## src/rtl/ddram_byte_writer.sv

```systemverilog
// Packs byte-wide ioctl download writes into 64-bit DDRAM single-beat writes with byte enables.
// Optional running byte checksum when DDRAM_BYTE_WRITER_CKSUM_EN is defined; O_CKSUM is 0 otherwise.
module ddram_byte_writer #(
  parameter logic [28:0] BASE_WADDR = 29'h0600_0000,
  parameter int          ADDR_W     = 25
) (
  input  logic              I_CLK,
  input  logic              I_RSTn,
  input  logic              I_DL,
  input  logic              I_WR,
  input  logic [ADDR_W-1:0] I_ADDR,
  input  logic [7:0]        I_DATA,
  output logic              O_WAIT,
  input  logic              DDRAM_BUSY,
  output logic              DDRAM_WE,
  output logic [28:0]       DDRAM_ADDR,
  output logic [63:0]       DDRAM_DIN,
  output logic [7:0]        DDRAM_BE,
  output logic [7:0]        DDRAM_BURSTCNT,
  output logic [15:0]       O_CKSUM
);

  localparam int WA_W = ADDR_W - 3;

  typedef enum logic [1:0] {ST_IDLE, ST_COLLECT, ST_FLUSH} state_t;

  state_t            state_q, state_d;
  logic              dl_q;
  logic              dl_rise;

  logic              buf_vld;
  logic [WA_W-1:0]   buf_waddr;
  logic [63:0]       buf_dat;
  logic [7:0]        buf_be;
  logic              out_vld;

  logic [2:0]        in_lane;
  logic [WA_W-1:0]   in_waddr;
  logic              accept;
  logic              same_word;
  logic [63:0]       merged_dat;
  logic [7:0]        merged_be;

  logic              ho_vld;
  logic [WA_W-1:0]   ho_waddr;
  logic [63:0]       ho_dat;
  logic [7:0]        ho_be;
  logic              buf_load;
  logic              buf_vld_d;

  assign dl_rise   = I_DL & ~dl_q;
  assign in_lane   = I_ADDR[2:0];
  assign in_waddr  = I_ADDR[ADDR_W-1:3];
  assign accept    = (state_q == ST_COLLECT) & I_DL & I_WR & ~out_vld;
  assign same_word = buf_vld & (buf_waddr == in_waddr);

  assign O_WAIT         = out_vld;
  assign DDRAM_WE       = out_vld;
  assign DDRAM_BURSTCNT = 8'd1;

  // Merge onto the live buffer only for the same word; otherwise start from a clean word.
  always_comb begin
    merged_dat = same_word ? buf_dat : 64'h0;
    merged_be  = same_word ? buf_be  : 8'h00;
    merged_dat[8*in_lane +: 8] = I_DATA;
    merged_be[in_lane]         = 1'b1;
  end

  always_comb begin
    ho_vld    = 1'b0;
    ho_waddr  = buf_waddr;
    ho_dat    = buf_dat;
    ho_be     = buf_be;
    buf_load  = 1'b0;
    buf_vld_d = buf_vld;
    if (accept) begin
      if (buf_vld && !same_word) begin
        ho_vld    = 1'b1;
        buf_load  = 1'b1;
        buf_vld_d = 1'b1;
      end else if (in_lane == 3'd7) begin
        ho_vld    = 1'b1;
        ho_waddr  = in_waddr;
        ho_dat    = merged_dat;
        ho_be     = merged_be;
        buf_vld_d = 1'b0;
      end else begin
        buf_load  = 1'b1;
        buf_vld_d = 1'b1;
      end
    end else if (state_q == ST_FLUSH && buf_vld && !out_vld) begin
      ho_vld    = 1'b1;
      buf_vld_d = 1'b0;
    end
  end

  always_comb begin
    state_d = state_q;
    case (state_q)
      ST_IDLE:    if (dl_rise) state_d = ST_COLLECT;
      ST_COLLECT: if (!I_DL) state_d = ST_FLUSH;
      ST_FLUSH:   if (!buf_vld && !out_vld) state_d = ST_IDLE;
      default:    state_d = ST_IDLE;
    endcase
  end

  always_ff @(posedge I_CLK or negedge I_RSTn) begin
    if (!I_RSTn) begin
      state_q <= ST_IDLE;
      dl_q    <= 1'b0;
    end else begin
      state_q <= state_d;
      dl_q    <= I_DL;
    end
  end

  always_ff @(posedge I_CLK or negedge I_RSTn) begin
    if (!I_RSTn) begin
      buf_vld   <= 1'b0;
      buf_waddr <= '0;
      buf_dat   <= 64'h0;
      buf_be    <= 8'h00;
    end else begin
      buf_vld <= buf_vld_d;
      if (buf_load) begin
        buf_waddr <= in_waddr;
        buf_dat   <= merged_dat;
        buf_be    <= merged_be;
      end
    end
  end

  // Output stage holds ADDR/DIN/BE stable until the controller takes the beat.
  always_ff @(posedge I_CLK or negedge I_RSTn) begin
    if (!I_RSTn) begin
      out_vld    <= 1'b0;
      DDRAM_ADDR <= 29'h0;
      DDRAM_DIN  <= 64'h0;
      DDRAM_BE   <= 8'h00;
    end else if (ho_vld) begin
      out_vld    <= 1'b1;
      DDRAM_ADDR <= BASE_WADDR + 29'(ho_waddr);
      DDRAM_DIN  <= ho_dat;
      DDRAM_BE   <= ho_be;
    end else if (out_vld && !DDRAM_BUSY) begin
      out_vld <= 1'b0;
    end
  end

`ifdef DDRAM_BYTE_WRITER_CKSUM_EN
  logic [15:0] cksum_q;

  always_ff @(posedge I_CLK or negedge I_RSTn) begin
    if (!I_RSTn) begin
      cksum_q <= 16'h0000;
    end else if (dl_rise) begin
      cksum_q <= 16'h0000;
    end else if (accept) begin
      cksum_q <= cksum_q + {8'h00, I_DATA};
    end
  end

  assign O_CKSUM = cksum_q;
`else
  assign O_CKSUM = 16'h0000;
`endif

endmodule

```

## config.mk

```make
export PLATFORM = sky130hd
export DESIGN_NAME = ddram_byte_writer
export DESIGN_NICKNAME = d
export VERILOG_FILES = /design/src/rtl/ddram_byte_writer.sv
export SDC_FILE = /design/constraint.sdc
export NUM_CORES = 1
export LEC_CHECK = 0
export BUFFER_PORTS_ARGS = -buffer_cell sky130_fd_sc_hd__buf_2
export CAP_MARGIN = 20
export CORE_UTILIZATION = 29
export CTS_CLUSTER_DIAMETER = 80
export DETAILED_ROUTE_END_ITERATION = 12
export PLACE_DENSITY = 0.52
export SETUP_SLACK_MARGIN = 0.2
export SYNTH_ARGS = -nofsm -noshare
export SYNTH_HDL_FRONTEND = slang
export SYNTH_SLANG_ARGS = --single-unit
```

## constraint.sdc

```tcl
create_clock -name I_CLK -period 2.8 [get_ports I_CLK]
set_clock_uncertainty 0.15 [all_clocks]
set_input_delay 0.14 -clock I_CLK [delete_from_list [all_inputs] [get_ports I_CLK]]
set_output_delay 0.14 -clock I_CLK [all_outputs]
set_load 0.005 [all_outputs]
```

==> flow_metrics.tcl, run 1 <==
set metrics [dict create \
    run_status "finished, final reports clean" \
    synth_edf_count 0 \
    ys_ff_latch 194 \
    clock-sinks 194 \
    synth_top_area_share 0.547 \
    leakage_uw 0.00504 \
    synth_ff_type "dfrtp_1" \
    clock_latency_ns 0.44 \
    final_cell_count_no_fill 1434 \
    power_uw 8690 \
    drv_cap 0 \
    clk_pin_slew_ns 0.08 \
    drt_iter0_drc 557 \
    worstSetupStartpointType "register" \
    ir_drop_mv 0.375 \
    setup_violations 0 \
    start_util 0.297 \
    die_h_um 177 \
    finalCriticalPeriod_ns 2.47 \
    gp_congestion 0.791 \
    max_freq_mhz 405 \
    synth_warnings 0 \
    cts_max_level 4 \
    placed_area_um2 10000 \
    grt_usage 0.174 \
    critPathCaptureType "register" \
    syn2layout_area_growth_pct 24.3 \
    grt_antenna_before_repair 0 \
    core.rowCount 63 \
    relSlewSlack 0.475 \
    synth_area_um2 8870 \
    dieArea_um2 31300 \
    wl_per_cell_um 18.7 \
    synth_area_leaders "dfrtp_1 (55%), nand2_1 (4.2%), o2bb2ai_1 (4.1%), nor2_1 (4.1%), buf_4 (2.9%)" \
    drtPass1Iterations 5 \
    stdcell_area_um2 11000 \
    p_per_area_nw_per_um2 788 \
    dp_hpwl_um 17900 \
    synth_common_cells "dfrtp_1 (194), nand2_1 (99), nor2_1 (96)" \
    yosysTopAreaCell "dfrtp_1" \
    worstSetupPathType "register to register" \
    grt_max_degree 91 \
    overflow 0 \
    cp_data_arrival_time_ns 2.64 \
    antenna_left 0 \
    yosysMostFrequentCell "dfrtp_1" \
    vias_per_cell 4.90 \
    synth.distinct_cells 44 \
    yosysSeqAreaShare 0.547 \
    core_area_um2 29900 \
    vias 7023 \
    setup-tns-final_ns 0 \
    period_share 0.881 \
    placed_cells 1363 \
    rsz0062_at_grt "yes" \
    diodes 0 \
    slew_violations 0 \
    port_buffers 135 \
    hold_path_class "input pin to asynchronous set/reset pin" \
    synth.avg_cell_area_um2 10.3 \
    root_buffer "clkbuf_16" \
    drive_above_1_share 0.221 \
    worst-slew-pin-transition_ns 0.787 \
    crit_required_ns 2.97 \
    cts_tree "yes" \
    cp_max_fo 10 \
    grt_first_pass_wirelength_um 41200 \
    io_pins 165 \
    synth_cells 862 \
    drc 0 \
    grt_pass1_vias 6754 \
    fin_util 0.369 \
    final_nets 1075 \
    cts_buffers 17 \
    drt_wl_total_um 26700 \
    async_reset_ff_frac 1.00 \
    clk_path_buf_depth 2 \
    fp.dieW_um 177 \
    final-hold-violation-count 0 \
]
## metal layers
layer  global-route usage  share of wire
met5                    0              0
met4               0.0417          0.011
met3               0.0284          0.044
met2                0.263           0.46
met1                0.258           0.49
## power by group
part           switching, uW  internal (uW)
clock                   1230           1200
sequential               484           3530
combinational           1190           1050
## flip-flops by register name, indices dropped and copies added, names as in the netlist, 2 cells and up
name,flops
buf_be,8
DDRAM_ADDR,23
state_q,2
buf_waddr,22
DDRAM_BE,8
DDRAM_DIN,64
buf_dat,64
## worst max-delay path: stages (launching register included)
cell and delay, ns:
dfrtp_1 0.40, xnor2_1 0.17, nand4_1 0.16, nor4_2 0.34, buf_4 0.25, a31oi_1 0.20, a41o_2 0.36, a221o_1 0.32
## area by class of cell
type	count	area (um^2)
Fill cell	2987	18900
Inverter	17	63.8
Timing Repair Buffer	212	1410
Sequential cell	194	4850
Multi-Input combinational cell	589	3620
Clock inverter	15	165
Clock buffer	17	425
Tap cell	390	488
## path summary, 6_finish.rpt
kind | start | end | slack, ns | cells past startpoint
max | buf_waddr[10] | DDRAM_DIN[35] | 0.33 | 7
min | I_RSTn | DDRAM_ADDR[2] | 0.18 | 2
max reg2reg | buf_waddr[10] | DDRAM_DIN[35] | 0.33 | 7
min reg2reg | buf_dat[24] | buf_dat[24] | 0.34 | 1
max in group asynchronous | I_RSTn | DDRAM_DIN[48] | 1.56 | 3
min in group I_CLK | I_DL | dl_q | 0.27 | 2
## metrics by stage
stage	hold slack (ns)	worst slack, ns
3_3_place_gp	0.136	0.243
2_1_floorplan	-0.306	0.310
3_5_place_dp	0.134	0.199
5_1_grt	0.265	0.193
4_1_cts	0.224	0.213
6_report	0.181	0.332
## logic make-up after synthesis
family,after synthesis,share of synthesized area
other,2,0.000847
adders and majority gates,6,0.00846
AOI/OAI and AO/OA,199,0.177
xor gates and xnor gates,22,0.0217
and+or+nand+nor,333,0.182
buffers and inverters,106,0.0622
DFF,194,0.547
## cells in the final DEF (no fill, tap or decap), drive strengths merged, types with 2 or more instances in the layout
master       Yosys  final
xnor2           20     20
and2             3      3
o2bb2ai         42     42
dlygate4sd3      0     38
dfrtp          194    194
nor3             5      5
a22o            26     26
a21oi            6      6
nor2            96     96
a31o            10     10
clkinv           0      8
buf             67    173
xor2             2      2
a221o           24     24
ha               6      6
nand3           37     37
or3              4      4
o22ai           23     23
o21ai           15     15
nand2           99     99
a41o             3      3
nor2b           34     34
conb             2     29
nor3b            3      3
a32o             3      3
clkbuf          22     18
a31oi           36     36
nand4b           9      9
inv             17     23
a2bb2oi          5      5
nand3b          24     24
nand4            5      5
a21o             3      3
nand2b           9      9
## timing repair
action / CTS / global route
hold buffers: 38 / 0
setup buffers: 0 / 1
endpoints found under the setup margin: 3 / 149
hold endpoints to repair: 149 / 0
gates resized for setup: 1 / 9
Power figures use the tool's default switching activity.
==> inputs of run 2 (changes only) <==
- CORE_ASPECT_RATIO: not set -> 0.6
- PLACE_DENSITY: 0.52 -> 0.5
- SLEW_MARGIN: not set -> 20
==> flow_metrics.tcl, run 2 (synthesized netlist as in run 1, its figures left out) <==
set metrics [dict create \
    run_status "finished, final reports clean" \
    dp_hpwl_um 19400 \
    cp.depth 10 \
    antenna_left 0 \
    drc 0 \
    cts_tree "yes" \
    grt_pass1_vias 6797 \
    max_freq_mhz 400 \
    finalCriticalPeriod_ns 2.50 \
    reg2reg_depth 7 \
    clock-sinks 194 \
    grt_max_degree 69 \
    final-hold-violation-count 0 \
    final_common_cell "dfrtp_1" \
    worstSetupPathType "input pin to register" \
    drive_above_1_share 0.226 \
    cts_max_level 4 \
    slew_violations 0 \
    vias_per_cell 4.88 \
    period_share 0.892 \
    grt_antenna_before_repair 0 \
    drv_cap 0 \
    worst-slew-pin-transition_ns 0.604 \
    maxUsedRoutingLayer "met4" \
    clk_pin_slew_ns 0.08 \
    clock_latency_ns 0.45 \
    wl_met1_um 14900 \
    setup-tns-final_ns 0 \
    max_stage_delay_ns 0.55 \
    top_regs "DDRAM_DIN: 64 flops, buf_dat: 64 flops, DDRAM_ADDR: 23 flops" \
    gp_congestion 0.842 \
    root_buffer "clkbuf_16" \
    core_area_um2 30000 \
    cts_buffers 17 \
    critPathCaptureType "register" \
    cp_max_fo 11 \
    start_util 0.296 \
    port_buffers 135 \
    drt_wl_total_um 27900 \
    drt_iter0_drc 636 \
    wl_met3_um 1910 \
    grt_first_pass_wirelength_um 42100 \
    cpMostUsedCell "buf_4" \
    fillers 2986 \
    path_delay_family "buffers and inverters" \
    p_per_area_nw_per_um2 791 \
    slowest_stage "dlygate4sd3_1" \
    ir_drop_mv 0.372 \
    overflow 0 \
    drtPass1Iterations 5 \
    placed_area_um2 10100 \
    fin_util 0.373 \
    worstSetupStartpointType "input pin" \
    crit_required_ns 2.98 \
    cp_data_arrival_time_ns 2.67 \
    cp_cell_sequence "dlygate4sd3_1 -> clkbuf_4 -> ha_1 -> buf_4 -> nand2_1 -> o211ai_1 -> a31o_4 -> buf_4 -> a31o_2 -> a22o_1" \
    hold_path_class "input pin to asynchronous set/reset pin" \
    final_nets 1083 \
    wl_per_cell_um 19.1 \
    stdcell_area_um2 11200 \
    dieArea_um2 31300 \
    core.rowCount 49 \
    leakage_uw 0.00511 \
    rsz0062_at_grt "yes" \
    die_h_um 137 \
    grt_usage 0.180 \
    most-common-layout-cells "dfrtp_1 (194), buf_2 (133), nand2_1 (98)" \
    setup_violations 0 \
    relSlewSlack 0.597 \
    syn2layout_area_growth_pct 26.1 \
    fp.dieW_um 228 \
    vias 7122 \
    clk_path_buf_depth 2 \
    diodes 0 \
    io_pins 165 \
    wl_met2_um 10800 \
    critPathBufInv 4 \
]
run 2: changes by cell type in the layout (fill, tap and decap cells not counted), sizes merged:
| cell | previous run | this run |
|---|---|---|
| inv | 23 | 19 |
| clkbuf | 18 | 24 |
| bufinv | 0 | 2 |
| buf | 173 | 180 |
| clkinv | 8 | 3 |
| clkinvlp | 1 | 3 |
run 2: report_power, final:
group          switching (uW)  total [uW]  internal (uW)
sequential                476        4000           3530
clock                    1130        2550           1420
combinational            1230        2300           1070
run 2: worst paths after layout:
check / from / to / slack (ns)
min reg2reg: DDRAM_ADDR[25] / DDRAM_ADDR[25] / 0.34
max: I_ADDR[1] / buf_dat[62] / 0.30
max reg2reg: buf_waddr[4] / DDRAM_DIN[23] / 0.31
min: I_RSTn / buf_waddr[17] / 0.13
min in group I_CLK: I_DL / dl_q / 0.27
max in group asynchronous: I_RSTn / DDRAM_DIN[15] / 1.68
run 2: worst register-to-register path, cell delays in order, from the launching register on:
cell     delay, ns
dfrtp_1       0.41
xnor2_1       0.17
nand4_1       0.17
nor4_2        0.34
buf_4         0.25
a31oi_1       0.18
a41o_2        0.36
a221o_1       0.33
run 2: layout make-up:
type / count / area, um^2 / share of cell area
clock buffer: 22 / 484 / 0.0433
inverter: 17 / 63.8 / 0.00571
tap: 408 / 510 / 0.0456
multi-input combinational: 589 / 3650 / 0.326
sequential: 194 / 4850 / 0.434
timing repair buffer: 220 / 1500 / 0.134
clock inverter: 10 / 123 / 0.0110
run 2: through the flow:
step           instances  hold slack, ns  power [uW]  setup slack [ns]
2_1_floorplan        889          -0.306        5250             0.310
3_3_place_gp        1388          0.0578        6280             0.246
3_5_place_dp        1388          0.0542        6330             0.177
4_1_cts             1458           0.132        8940             0.202
5_1_grt             1460           0.161        9420             0.161
6_report            1460           0.126        8850             0.302
run 2: per-layer routing:
| layer | vias to the layer above | global-route usage |
|---|---|---|
| met2 | 205 | 0.230 |
| met4 | 0 | 0.0574 |
| met1 | 3532 | 0.284 |
| li1 | 3363 | - |
| met5 | - | 0 |
| met3 | 22 | 0.0474 |
run 2: timing repair:
item	in CTS	in global routing
pin swaps	0	2
setup buffers	0	2
resized for setup	3	16
hold buffers	38	0
endpoints found under the setup margin	24	136
endpoints found under the hold margin	126	0
==> inputs of run 3 (changes only) <==
- CORE_UTILIZATION: 29 -> 56
- PLACE_DENSITY: 0.5 -> 0.83
==> flow_metrics.tcl, run 3 (synthesized netlist as in run 1, its figures left out) <==
set metrics [dict create \
    run_status "finished, final reports clean" \
    max_freq_mhz 388 \
    drv_cap 0 \
    die_h_um 99.5 \
    cp_max_fo 8 \
    crit-reg2reg-launch "DDRAM_WE" \
    antenna_left 0 \
    root_buffer "clkbuf_16" \
    dieArea_um2 16400 \
    diodes 0 \
    critPathBufInv 1 \
    cp.depth 7 \
    most-common-layout-cells "dfrtp_1 (194), buf_2 (134), nand2_1 (99)" \
    cts_tree "yes" \
    core.rowCount 35 \
    path_delay_family "simple AND/OR/NAND/NOR gates" \
    worstSetupStartpointType "register" \
    start_util 0.575 \
    vias 7637 \
    rsz0062_at_grt "yes" \
    ir_drop_mv 0.485 \
    overflow 0 \
    fin_util 0.704 \
    slowest_stage "nor2_1" \
    grt_pass1_vias 7108 \
    grt_first_pass_wirelength_um 39000 \
    core_area_um2 15400 \
    io_pins 165 \
    r2r_slack_ns 0.22 \
    period_share 0.921 \
    clk_pin_slew_ns 0.07 \
    leakage_uw 0.00507 \
    finalCriticalPeriod_ns 2.58 \
    setup-tns-final_ns 0 \
    gp_congestion 0.878 \
    relSlewSlack 0.438 \
    drtPass1Iterations 5 \
    reg2reg_depth 7 \
    final-hold-violation-count 0 \
    drt_iter0_drc 863 \
    hold_path_depth 4 \
    fp.dieW_um 164 \
    dp_hpwl_um 16400 \
    port_buffers 135 \
    cts_buffers 17 \
    hold_path_class "input pin to register" \
    vias_per_cell 6.09 \
    setup_violations 0 \
    final_common_cell "dfrtp_1" \
    clock-sinks 194 \
    max_stage_delay_ns 0.49 \
    crit_required_ns 2.94 \
    drc 0 \
    worstSetupPathType "register to register" \
    worst-slew-pin-transition_ns 0.832 \
    wl_per_cell_um 20.1 \
    cts_max_level 4 \
    final_nets 1082 \
    cp_data_arrival_time_ns 2.72 \
    syn2layout_area_growth_pct 22.3 \
    drive_above_1_share 0.228 \
    grt_usage 0.313 \
    cp_cell_sequence "nor2b_1 -> nand3_1 -> nor2_1 -> a31oi_1 -> buf_4 -> a2bb2oi_1 -> a21oi_1" \
    slew_violations 0 \
    timing.rr.end "DDRAM_DIN[44]" \
    clock_latency_ns 0.42 \
    grt_antenna_before_repair 0 \
    critPathCaptureType "register" \
    grt_max_degree 73 \
    top_regs "DDRAM_DIN: 64 flops, buf_dat: 64 flops, DDRAM_ADDR: 23 flops" \
    p_per_area_nw_per_um2 797 \
    drt_wl_total_um 25200 \
    crit_start "DDRAM_WE" \
    clk_path_buf_depth 2 \
    cp-endpoint "DDRAM_DIN[44]" \
]
==> run 3: what timing repair did <==
action                     4_1_cts  5_1_grt
gates cloned                     1        2
resized for setup                2       15
buffers inserted                 0        3
hold endpoints to repair       127        2
setup endpoints to repair       26      180
pin swaps                        0        3
hold buffers                    36        1
==> run 3: report_power, final <==
| group | internal, uW | leakage (uW) | total, uW | switching (uW) |
|---|---|---|---|---|
| sequential | 3530 | 0.00253 | 4020 | 494 |
| combinational | 1070 | 0.00228 | 2340 | 1270 |
| clock | 1180 | 0.000264 | 2290 | 1110 |
| total | 5780 | 0.00507 | 8650 | 2870 |
==> run 3: area by class of cell <==
cell class | count | area [um^2]
Clock buffer | 18 | 439
Clock inverter | 14 | 106
Fill cell | 1139 | 4570
Inverter | 17 | 63.8
Multi-Input combinational cell | 592 | 3700
Sequential cell | 194 | 4850
Tap cell | 203 | 254
Timing Repair Buffer | 216 | 1430
==> run 3: routing by layer <==
layer	vias up	part of all wire	GRT usage	routed length [um]
met4	0	0.020	0.0861	496
li1	3381	-	-	-
met5	-	0	0	0
met1	3747	0.46	0.499	11600
met3	50	0.10	0.0601	2550
met2	459	0.42	0.433	10500
==> run 3: through the flow <==
stage | cell area, um^2 | power [uW] | hold slack (ns) | worst slack (ns) | std cells
after detailed placement | 9780 | 6240 | 0.0431 | 0.193 | 1179
after floorplan | 8970 | 5250 | -0.306 | 0.310 | 889
after global placement | 9780 | 6140 | 0.0404 | 0.205 | 1179
after global routing | 10800 | 9120 | 0.0651 | 0.124 | 1254
after CTS | 10700 | 8560 | -0.167 | 0.161 | 1248
final | 10800 | 8650 | 0.0351 | 0.222 | 1254
==> run 3: worst min-delay path, stage by stage <==
cell and delay, ns:
buf_2 0.15, nand2_1 0.09, or3_1 0.10, a31oi_1 0.08
==> run 3: how the worst min path moves through the flow <==
stage,startpoint,endpoint
2_1_floorplan,I_RSTn,DDRAM_ADDR[0]
3_3_place_gp,I_RSTn,DDRAM_ADDR[19]
3_5_place_dp,I_RSTn,DDRAM_ADDR[19]
4_1_cts,I_ADDR[12],buf_waddr[9]
5_1_grt,I_ADDR[1],DDRAM_BE[7]
6_report,I_ADDR[1],DDRAM_BE[7]
